--- src/rtl/jtframe_pll_supervisor.sv ---
// jtframe_pll_supervisor
// ----------------------
// Sequences the reset of a PLL and of the logic it clocks. The PLL is held in reset for
// PLL_RST_LEN cycles. The supervisor then waits for a lock that stays solid for LOCK_STABLE
// consecutive cycles before releasing sys_rst. Loss of lock while running starts a new PLL
// reset pulse and bumps a saturating relock counter.
//
// Optional feature (macro JTFRAME_PLL_RETRY_EN): if RUN is not reached within LOCK_TIMEOUT
// cycles of pll_rst release, the PLL is reset again and the retry is counted.
//
// Ports
//   clk        : free-running board reference clock; all logic runs in this domain
//   rst_n      : asynchronous active-low reset
//   locked     : PLL lock, asynchronous to clk (double-flopped before use)
//   pll_rst    : active-high reset to the PLL
//   sys_rst    : active-high reset for PLL-clocked logic; low only in RUN
//   relock_cnt : saturating count of PLL re-reset events (the power-on pulse is not counted)
//   pll_ok     : high exactly while in RUN
module jtframe_pll_supervisor #(
    parameter int unsigned PLL_RST_LEN  = 16,
    parameter int unsigned LOCK_STABLE  = 1024,
    parameter int unsigned LOCK_TIMEOUT = 1 << 20
) (
    input  logic       clk,
    input  logic       rst_n,
    input  logic       locked,
    output logic       pll_rst,
    output logic       sys_rst,
    output logic [7:0] relock_cnt,
    output logic       pll_ok
);

    localparam int unsigned RST_W = $clog2(PLL_RST_LEN);
    localparam int unsigned STB_W = $clog2(LOCK_STABLE);
    localparam logic [RST_W-1:0] RST_LAST = RST_W'(PLL_RST_LEN - 1);
    localparam logic [STB_W-1:0] STB_LAST = STB_W'(LOCK_STABLE - 1);

    if (PLL_RST_LEN < 2 || LOCK_STABLE < 2 || LOCK_TIMEOUT < LOCK_STABLE + 4) begin : g_bad_params
        $error("jtframe_pll_supervisor: parameter out of range");
    end

    typedef enum logic [1:0] {
        StPllRst,
        StWait,
        StStable,
        StRun
    } state_t;

    state_t           r_state;
    state_t           w_state_d;
    logic             r_sync1;
    logic             r_lock_s;
    logic [RST_W-1:0] r_rst_cnt;
    logic [RST_W-1:0] w_rst_cnt_d;
    logic [STB_W-1:0] r_stb_cnt;
    logic [STB_W-1:0] w_stb_cnt_d;
    logic [7:0]       r_relock;
    logic             w_relock_inc;
    logic             r_pll_rst;
    logic             r_sys_rst;
    logic             r_pll_ok;

`ifdef JTFRAME_PLL_RETRY_EN
    localparam int unsigned TMO_W = $clog2(LOCK_TIMEOUT + 1);
    localparam logic [TMO_W-1:0] TMO_LAST = TMO_W'(LOCK_TIMEOUT - 1);

    logic [TMO_W-1:0] r_tmo_cnt;
    logic [TMO_W-1:0] w_tmo_cnt_d;
    logic             w_tmo_hit;
`endif

    always_comb begin
        w_state_d    = r_state;
        w_rst_cnt_d  = r_rst_cnt;
        w_stb_cnt_d  = r_stb_cnt;
        w_relock_inc = 1'b0;
`ifdef JTFRAME_PLL_RETRY_EN
        w_tmo_cnt_d  = r_tmo_cnt;
        // Hit on the cycle the count would reach LOCK_TIMEOUT, so WAIT+STABLE last exactly
        // LOCK_TIMEOUT cycles and the counter never exceeds LOCK_TIMEOUT.
        w_tmo_hit    = (r_tmo_cnt == TMO_LAST);
`endif
        unique case (r_state)
            StPllRst: begin
                w_stb_cnt_d = '0;
`ifdef JTFRAME_PLL_RETRY_EN
                w_tmo_cnt_d = '0;
`endif
                if (r_rst_cnt == RST_LAST) begin
                    w_state_d   = StWait;
                    w_rst_cnt_d = '0;
                end else begin
                    w_rst_cnt_d = r_rst_cnt + 1'b1;
                end
            end
            StWait: begin
`ifdef JTFRAME_PLL_RETRY_EN
                w_tmo_cnt_d = r_tmo_cnt + 1'b1;
`endif
                if (r_lock_s) begin
                    w_state_d   = StStable;
                    w_stb_cnt_d = '0;
                end
`ifdef JTFRAME_PLL_RETRY_EN
                else if (w_tmo_hit) begin
                    w_state_d    = StPllRst;
                    w_relock_inc = 1'b1;
                end
`endif
            end
            StStable: begin
`ifdef JTFRAME_PLL_RETRY_EN
                w_tmo_cnt_d = r_tmo_cnt + 1'b1;
`endif
                // Reaching RUN takes priority over a timeout on the same edge.
                if (r_lock_s && r_stb_cnt == STB_LAST) begin
                    w_state_d = StRun;
                end
`ifdef JTFRAME_PLL_RETRY_EN
                else if (w_tmo_hit) begin
                    w_state_d    = StPllRst;
                    w_relock_inc = 1'b1;
                end
`endif
                else if (!r_lock_s) begin
                    w_state_d   = StWait;
                    w_stb_cnt_d = '0;
                end else begin
                    w_stb_cnt_d = r_stb_cnt + 1'b1;
                end
            end
            StRun: begin
                if (!r_lock_s) begin
                    w_state_d    = StPllRst;
                    w_relock_inc = 1'b1;
                end
            end
        endcase
    end

    always_ff @(posedge clk or negedge rst_n) begin
        if (!rst_n) begin
            r_sync1   <= 1'b0;
            r_lock_s  <= 1'b0;
            r_state   <= StPllRst;
            r_rst_cnt <= '0;
            r_stb_cnt <= '0;
            r_relock  <= 8'd0;
            r_pll_rst <= 1'b1;
            r_sys_rst <= 1'b1;
            r_pll_ok  <= 1'b0;
        end else begin
            r_sync1   <= locked;
            r_lock_s  <= r_sync1;
            r_state   <= w_state_d;
            r_rst_cnt <= w_rst_cnt_d;
            r_stb_cnt <= w_stb_cnt_d;
            if (w_relock_inc && r_relock != 8'hFF) begin
                r_relock <= r_relock + 8'd1;
            end
            // Outputs are decoded from the next state so they change on the transition edge.
            r_pll_rst <= (w_state_d == StPllRst);
            r_sys_rst <= (w_state_d != StRun);
            r_pll_ok  <= (w_state_d == StRun);
        end
    end

`ifdef JTFRAME_PLL_RETRY_EN
    always_ff @(posedge clk or negedge rst_n) begin
        if (!rst_n) begin
            r_tmo_cnt <= '0;
        end else begin
            r_tmo_cnt <= w_tmo_cnt_d;
        end
    end
`endif

    assign pll_rst    = r_pll_rst;
    assign sys_rst    = r_sys_rst;
    assign pll_ok     = r_pll_ok;
    assign relock_cnt = r_relock;

endmodule

--- config.mk ---
export PLATFORM = sky130hd
export DESIGN_NAME = jtframe_pll_supervisor
export DESIGN_NICKNAME = d
export VERILOG_FILES = /design/src/rtl/jtframe_pll_supervisor.sv
export SDC_FILE = /design/constraint.sdc
export NUM_CORES = 1
export LEC_CHECK = 0
export CAP_MARGIN = 20
export CORE_ASPECT_RATIO = 1.4
export CORE_UTILIZATION = 47
export DETAILED_ROUTE_END_ITERATION = 10
export PLACE_DENSITY_LB_ADDON = 0.1
export SETUP_SLACK_MARGIN = 0.1
export SLEW_MARGIN = 30
export SYNTH_ARGS = -nofsm -noshare
export SYNTH_HDL_FRONTEND = slang
export SYNTH_SLANG_ARGS = --single-unit
export TNS_END_PERCENT = 10
--- constraint.sdc ---
create_clock -name clk -period 1.95 [get_ports clk]
set_clock_uncertainty 0.1 [all_clocks]
set_input_delay 0.2925 -clock clk [delete_from_list [all_inputs] [get_ports clk]]
set_output_delay 0.2925 -clock clk [all_outputs]
set_load 0.05 [all_outputs]
-- Yosys cells after proc, flatten, opt, wreduce, memory -nomap -nowiden
Index checks and enable logic that the tools add are counted.
- register bits: 29
- latch bits: 0
- memory bits (writable): 0
- ROM bits: 0
- input port bits: 3
- output and inout port bits: 11
- word-level logic and storage cells: 41
- memories kept: 0
- add/subtract/negate cells: 3
- multiply operators: 0
- divide/modulo/power cells: 0
- magnitude comparators: 0
- equal/unequal tests: 10
- shift operators: 0
- muxes and demuxes: 13
- bitwise gates (word level): 0
- reductions and logical operators: 6
- operators with widths (cell ; count):
    10-bit two-way mux ; 3
    10-bit case mux with 3 select lines ; 1
    10-bit by 1-bit adder with 10-bit output (second input constant) ; 1
    10-bit == test (second input constant) ; 1
    2-bit two-way mux ; 5
    8-bit by 1-bit adder with 8-bit output (second input constant) ; 1
    8-bit inequality test (second input constant) ; 1
    2-bit case mux with 4 select lines ; 1
    2-bit == test (second input constant) ; 3
    2-bit inequality test (second input constant) ; 3
    4-bit by 1-bit adder with 4-bit output (second input constant) ; 1
    4-bit == test (second input constant) ; 1
    2-bit zero test ; 2
    4-bit two-way mux ; 1
    3-bit AND reduction ; 1
    3-bit nonzero test ; 1
    2-bit by 1-bit == test with 1-bit output (second input constant) ; 1
    1-bit logical AND ; 2
    1-bit two-way mux ; 2

-- Longest topological paths before layout
Gate-level depths: netlist of run 1.
- depth after elaboration: 5
- mapped depth: 5
- mapped depth without buffers: 5

-- Worst setup path after synthesis of run 1
OpenSTA, ideal clock, no wires.
- path type: register to register
- from: register r_relock[0], in the netlist relock_cnt[0]
- to: register r_relock[1], in the netlist relock_cnt[1]
- setup time: 0.125 ns
- data arrival time: 1.568 ns
- data required time: 1.725 ns
- setup slack: 0.157 ns
- stages on the path, launching flop included: 6
- path buffers: 0
- clock period less this slack: 1.793 ns
- cells stage by stage: dfrtp_1 -> ha_1 -> nand2_1 -> nor2_1 -> a21oi_1 -> mux2_2
- longest elaborated chain between the ends: 2
- elaborated cells between the ends (all ways): 3
- classes of those cells: add/sub (1); eq/ne (1); reduce/logical (1)
- RTL lines (what ; RTL line ; source):
    from (decl) ; 57 ; logic [7:0] r_relock;
    from (signal assigned) ; 159 ; r_relock <= r_relock + 8'd1;
    branches (longest 2 deep; another with 8-bit by 1-bit adder with 8-bit output) ; n/a ;
Several ways; the timed one is not identified.
A chain may end at the register's enable or synchronous reset.

-- Worst setup path after layout of run 1
- from: register r_relock[6], in the netlist relock_cnt[6]
- to: output relock_cnt[6]
- RTL lines (what ; RTL line ; source):
    to (decl) ; 29 ; output logic [7:0] relock_cnt,
No word-level cell between the ends.

==> results of run 1 <==
worst paths after layout:
path	slack [ns]	end
min	0.26	r_lock_s
min in group asynchronous	0.29	relock_cnt[6]
max reg2reg	0.15	r_stb_cnt[0]
max	0.09	relock_cnt[6]
max in group asynchronous	1.14	sys_rst
min reg2reg	0.26	r_lock_s
cell type report:
| type | count | area, um2 | share of cell area [%] |
|---|---|---|---|
| Inverter | 3 | 11.26 | 0.6647 |
| Sequential cell | 29 | 728.2 | 42.98 |
| Multi-Input combinational cell | 100 | 660.6 | 39.00 |
| Timing Repair Buffer | 17 | 146.4 | 8.641 |
| Clock buffer | 7 | 96.34 | 5.687 |
| Clock inverter | 1 | 5.005 | 0.2954 |
| Tap cell | 37 | 46.29 | 2.733 |
logic make-up after synthesis:
group	count (synthesis)
AO/OA/AOI/OAI	35
XOR/XNOR	4
adder cells (fa/ha/maj)	3
buffers and inverters	6
flip-flops	29
multiplexers	4
AND/OR/NAND/NOR	54
sequential cells by signal (all words and copies together) (netlist names):
| signal | count |
|---|---|
| pll_ok | 1 |
| pll_rst | 1 |
| r_lock_s | 1 |
| r_rst_cnt | 4 |
| r_state | 2 |
| r_stb_cnt | 10 |
| r_sync1 | 1 |
| relock_cnt | 8 |
| sys_rst | 1 |
timing repair:
action	4_1_cts	5_1_grt
pin swaps	0	1
buffers inserted	0	2
setup endpoints to repair	4	11
endpoints found under the hold margin	0	0
resized for setup	1	3
cloned	0	0
synthesized netlist by cell type, types with 3 or more instances:
| library cell | instances |
|---|---|
| o21a_1 | 3 |
| nor2_1 | 10 |
| a31oi_1 | 4 |
| nand2_1 | 12 |
| inv_1 | 3 |
| a21oi_1 | 9 |
| nand4_1 | 6 |
| ha_1 | 3 |
| o21ai_0 | 8 |
| dfrtp_1 | 27 |
| nand3_1 | 5 |
| nor3_1 | 3 |
stage by stage:
step	std cells	worst slack, ns
finish	194	0.09304
CTS	192	0.05496
detailed placement	184	0.1871
global route	194	0.03684
global placement	184	0.2373
floorplan	135	0.1569
routing by layer:
| layer | vias to the layer above | wire, um | global-route usage, % |
|---|---|---|---|
| met5 | - | 0 | 0 |
| met4 | 0 | 59 | 13.97 |
| met3 | 5 | 108 | 6.621 |
| met2 | 27 | 1490 | 37.32 |
| met1 | 567 | 1124 | 18.84 |
| li1 | 537 | - | - |
power breakdown:
group | internal (mW) | switching (mW)
combinational | 0.208 | 0.351
clock | 0.318 | 0.220
sequential | 0.722 | 0.135
total | 1.25 | 0.706
cell usage in the layout, fill, tap and decap left out, drive strengths merged, types with 2 or more instances in the layout:
cell type	Yosys	routed
nand2b	2	2
clkdlybuf4s50	0	5
nand2	12	12
nor2	10	10
nand3b	2	2
or2	2	2
a211o	2	2
o21a	3	3
dfstp	2	2
or3	2	2
ha	3	3
nand3	6	6
xnor2	2	2
o21ai	9	9
mux2	3	3
nor3	3	3
dfrtp	27	27
clkbuf	0	7
xor2	2	2
and3	2	2
inv	3	3
a21oi	9	9
a31oi	4	4
nand4	6	6
nor4	3	3
buf	3	10
==> run metrics, run 1 <==
number of CTS-inserted buffers=5; startpoint types=register; Final Hold Vio Count=0; Slew HR=66.71%; maximum VDD drop=0.6871 mV; multiplexer share of the synthesized area=3.095%; vias per cell=5.856; Bufs on Longest Clock Path=2; crit path capture type=primary output; Fmax achieved=538.5 MHz; Simple-Gate Fraction of Synth Area=21.57%; hold_ws=0.2613 ns; leak pwr=0.7750 nW; initial DRC count=27; Starting Density=49.67%; syn_nets=141; crit-path cells=clkdlybuf4s50_1; Clock Latency Late Sink=0.28 ns; Fill cells=238; compound-gate portion of the synthesized area=16.27%; GRT Total Usage=20.23%; final worst-path cycle share=95.23%; pwr/cell area=1153 nW/um2; GRT overflow=0; vias in the first global route=1098; via count=1136; Post-Route Setup TNS=0 ns; RSZ-0062 raised after global routing=true; design area=1694 um2; Gate Count Post-Synth=135; first-pass GRT wire length=4767 um; crit path from=relock_cnt[6]; CP delay by family, top=buffers and inverters; Layout area overhead=19.72%; Max Slew Vio Count=0; WL final=2782 um; Seq/Total Area, Yosys=51.46%; Chip Height=66.93 um; die width=48.38 um; required time worst endpoint=1.56 ns; HP Class=reg2reg; area share of the largest cell type after synthesis=47.75%; Mapped Area=1415 um2; stages on the worst setup path=1; Hold Buf Count CTS=0; Crit Path Max Fanout=4; largest net degree at the start of global routing=30; Synth cell types=45; GP Congestion=0.8683; hold path startpoint=r_sync1; H-tree depth=2; minimum clock period after layout=1.857 ns; Register-to-Register Path Depth=6; wire per inst=14.34 um; die footprint=3238 um2; Hold Crit Depth=0; clk sinks=29; Port-buffer cells=13; outcome=finished clean; Synth Area in Adders=2.653%; main flop type after synthesis=dfrtp_1; synth warn=0; Critical-path top delay cell=clkdlybuf4s50_1; Worst Path Arrival=1.46 ns; Synth Area in XOR/XNOR=2.476%; DRT Pass-1 Iters=4; largest family of logic cells by synthesized area=simple AND/OR/NAND/NOR gates; antenna cells=0; I/O pin cnt=14; worst path bufs/invs=1; Post-synth EDFFs=0; Site Rows=23; dominant cells by area after synthesis=dfrtp_1 (48%), dfstp_2 (3.7%), a21oi_1 (3.2%), nand2_1 (3.2%), o21ai_0 (2.8%); worst flop-to-flop path startpoint=r_stb_cnt[0]; CTS tree=built; Largest stage delay, worst path=0.81 ns; initial antenna violation count=0; Tightest Pin Transition=0.4986 ns; Avg Cell Area, Syn=10.48 um2; Final Core Density=59.46%; Max Cap Viol=0; Root Buffer=clkbuf_8; Reg clk slew, reported paths=0.06 ns; Nets=162; FFs w/ async S/R, synth=100.0%; Synth Register Bits=29; total power=1.953 mW; largest area contributor in the netlist=dfrtp_1; Setup CP Type=reg2out; number of remaining DRC errors=0; Core Box Area=2849 um2; Routed Antenna Nets=0; hpwl dp=1986 um; Finish-stage setup viols=0; placed cell area=1568 um2; share of layout cells above drive strength 1=21.66%
No activity file was read; power rests on OpenSTA's default activity.
==> run 2, diff against run 1 <==
- CELL_PAD_IN_SITES_DETAIL_PLACEMENT: default -> 1
- CELL_PAD_IN_SITES_GLOBAL_PLACEMENT: default -> 1
- CORE_UTILIZATION: 47 -> 44
- CTS_CLUSTER_DIAMETER: default -> 120
==> run 2 against run 1 <==
Compared with the run above: sequential power about the same; sequential share of layout area up 0.22 points; die area up 6.6%; final cell count up 0.52%; global-route usage up 1.5 points; via count down 1.9%; non-clock buffer count down 1; final area down 0.52%; worst hold slack worse by 0.0080 ns; clock power up 4%; critical endpoint is now relock_cnt[1].
==> run metrics, run 2 (synthesis results as in run 1) <==
outcome=finished clean; Fill cells=353; I/O pin cnt=14; Starting Density=45.75%; Max Cap Viol=0; clk sinks=29; die width=49.93 um; Layout area overhead=19.10%; Tightest Pin Transition=0.4994 ns; Fmax achieved=531.4 MHz; CP delay by family, top=buffers and inverters; GRT overflow=0; Critical-path top delay cell=clkdlybuf4s50_1; Max Slew Vio Count=0; minimum clock period after layout=1.882 ns; Largest stage delay, worst path=0.82 ns; dpl ws=0.1181 ns; Nets=161; Clock Latency Late Sink=0.29 ns; Port-buffer cells=13; crit path capture type=primary output; vias per cell=5.713; DRT Pass-1 Iters=4; Crit Path Max Fanout=4; hpwl dp=2271 um; RSZ-0062 raised after global routing=true; most frequent cells in the layout=dfrtp_1 (27), nand2_1 (12), nor2_1 (10); Chip Height=69.10 um; worst path bufs/invs=1; wire per inst=16.44 um; initial DRC count=13; H-tree depth=2; initial antenna violation count=0; Hold Buf Count CTS=0; Root Buffer=clkbuf_8; largest net degree at the start of global routing=30; share of layout cells above drive strength 1=20.51%; Site Rows=24; most common cell after layout, fill and taps aside=dfrtp_1; CTS tree=built; GRT Total Usage=21.71%; GP Congestion=0.8873; number of remaining DRC errors=0; maximum VDD drop=0.6556 mV; Worst Path Arrival=1.49 ns; vias in the first global route=1193; Post-Route Setup TNS=0 ns; setup ws final=0.06816 ns; final worst-path cycle share=96.50%; number of CTS-inserted buffers=5; die footprint=3450 um2; Bufs on Longest Clock Path=2; crit-path cells=clkdlybuf4s50_1; Routed Antenna Nets=0; leak pwr=0.7753 nW; Most flops, register=r_stb_cnt; pwr/cell area=1167 nW/um2; Final Hold Vio Count=0; Setup CP Type=reg2out; Finish-stage setup viols=0; via count=1114; startpoint types=register; antenna cells=0; required time worst endpoint=1.56 ns; Slew HR=66.61%; Core Box Area=3093 um2; HP Class=reg2reg; WL final=3206 um; Reg clk slew, reported paths=0.07 ns; first-pass GRT wire length=5506 um; max reg flops=10
-- run 2: changes by cell type in the layout (fill, tap and decap cells not counted) --
| cell | previous run | this run |
|---|---|---|
| buf_4 | 10 | 9 |
| o21ai_1 | 0 | 1 |
| o21ai_2 | 1 | 0 |
-- run 2: layout make-up --
type	count	area, um2	area share (%)
well taps	39	48.80	2.895
repair buffers	16	138.9	8.241
clock inverters	1	5.005	0.2970
inverters	3	11.26	0.6682
multi-input cells	100	656.9	38.98
clock buffers	7	96.34	5.716
flip-flops and latches	29	728.2	43.21
-- run 2: power breakdown --
| group | internal (mW) | switching, mW | leakage (nW) | total (mW) |
|---|---|---|---|---|
| registers | 0.721 | 0.133 | 0.379 | 0.854 |
| logic | 0.205 | 0.351 | 0.342 | 0.556 |
| clock network | 0.318 | 0.239 | 0.0542 | 0.557 |
| total | 1.25 | 0.722 | 0.775 | 1.97 |
-- run 2: stage by stage --
step / std cells / total power, mW / instance area (um2) / util [%] / hold WS (ns)
after CTS: 194 / 1.991 / 1670 / 54.00 / 0.2579
after global placement: 186 / 1.393 / 1570 / 50.77 / 0.2352
after detailed placement: 186 / 1.430 / 1570 / 50.77 / 0.2426
after global routing: 195 / 2.097 / 1685 / 54.49 / 0.2659
after floorplan: 135 / 1.263 / 1415 / - / -0.1031
final: 195 / 1.967 / 1685 / 54.49 / 0.2533
-- run 2: final timing paths --
kind	start	slack, ns	endpoint	cells after the start
min reg2reg	r_sync1	0.25	r_lock_s	0
max reg2reg	r_stb_cnt[0]	0.12	r_stb_cnt[6]	6
min in group asynchronous	rst_n	0.29	pll_ok	2
max	relock_cnt[1]	0.07	relock_cnt[1]	1
min	r_sync1	0.25	r_lock_s	0
max in group asynchronous	rst_n	1.14	pll_rst	2
-- run 2: timing repair --
action | in CTS | in global routing
setup buffers | 0 | 1
pin swaps | 0 | 1
resized for setup | 1 | 2
setup endpoints to repair | 6 | 14
-- run 2: metal layers --
| metal | vias to the layer above | share of wire [%] | global-route usage [%] | wire (um) |
|---|---|---|---|---|
| li1 | 539 | - | - | - |
| met1 | 556 | 42 | 23.89 | 1342 |
| met2 | 12 | 53 | 36.79 | 1710 |
| met3 | 7 | 2.4 | 5.960 | 77 |
| met4 | 0 | 2.3 | 11.75 | 75 |
| met5 | - | 0 | 0 | 0 |
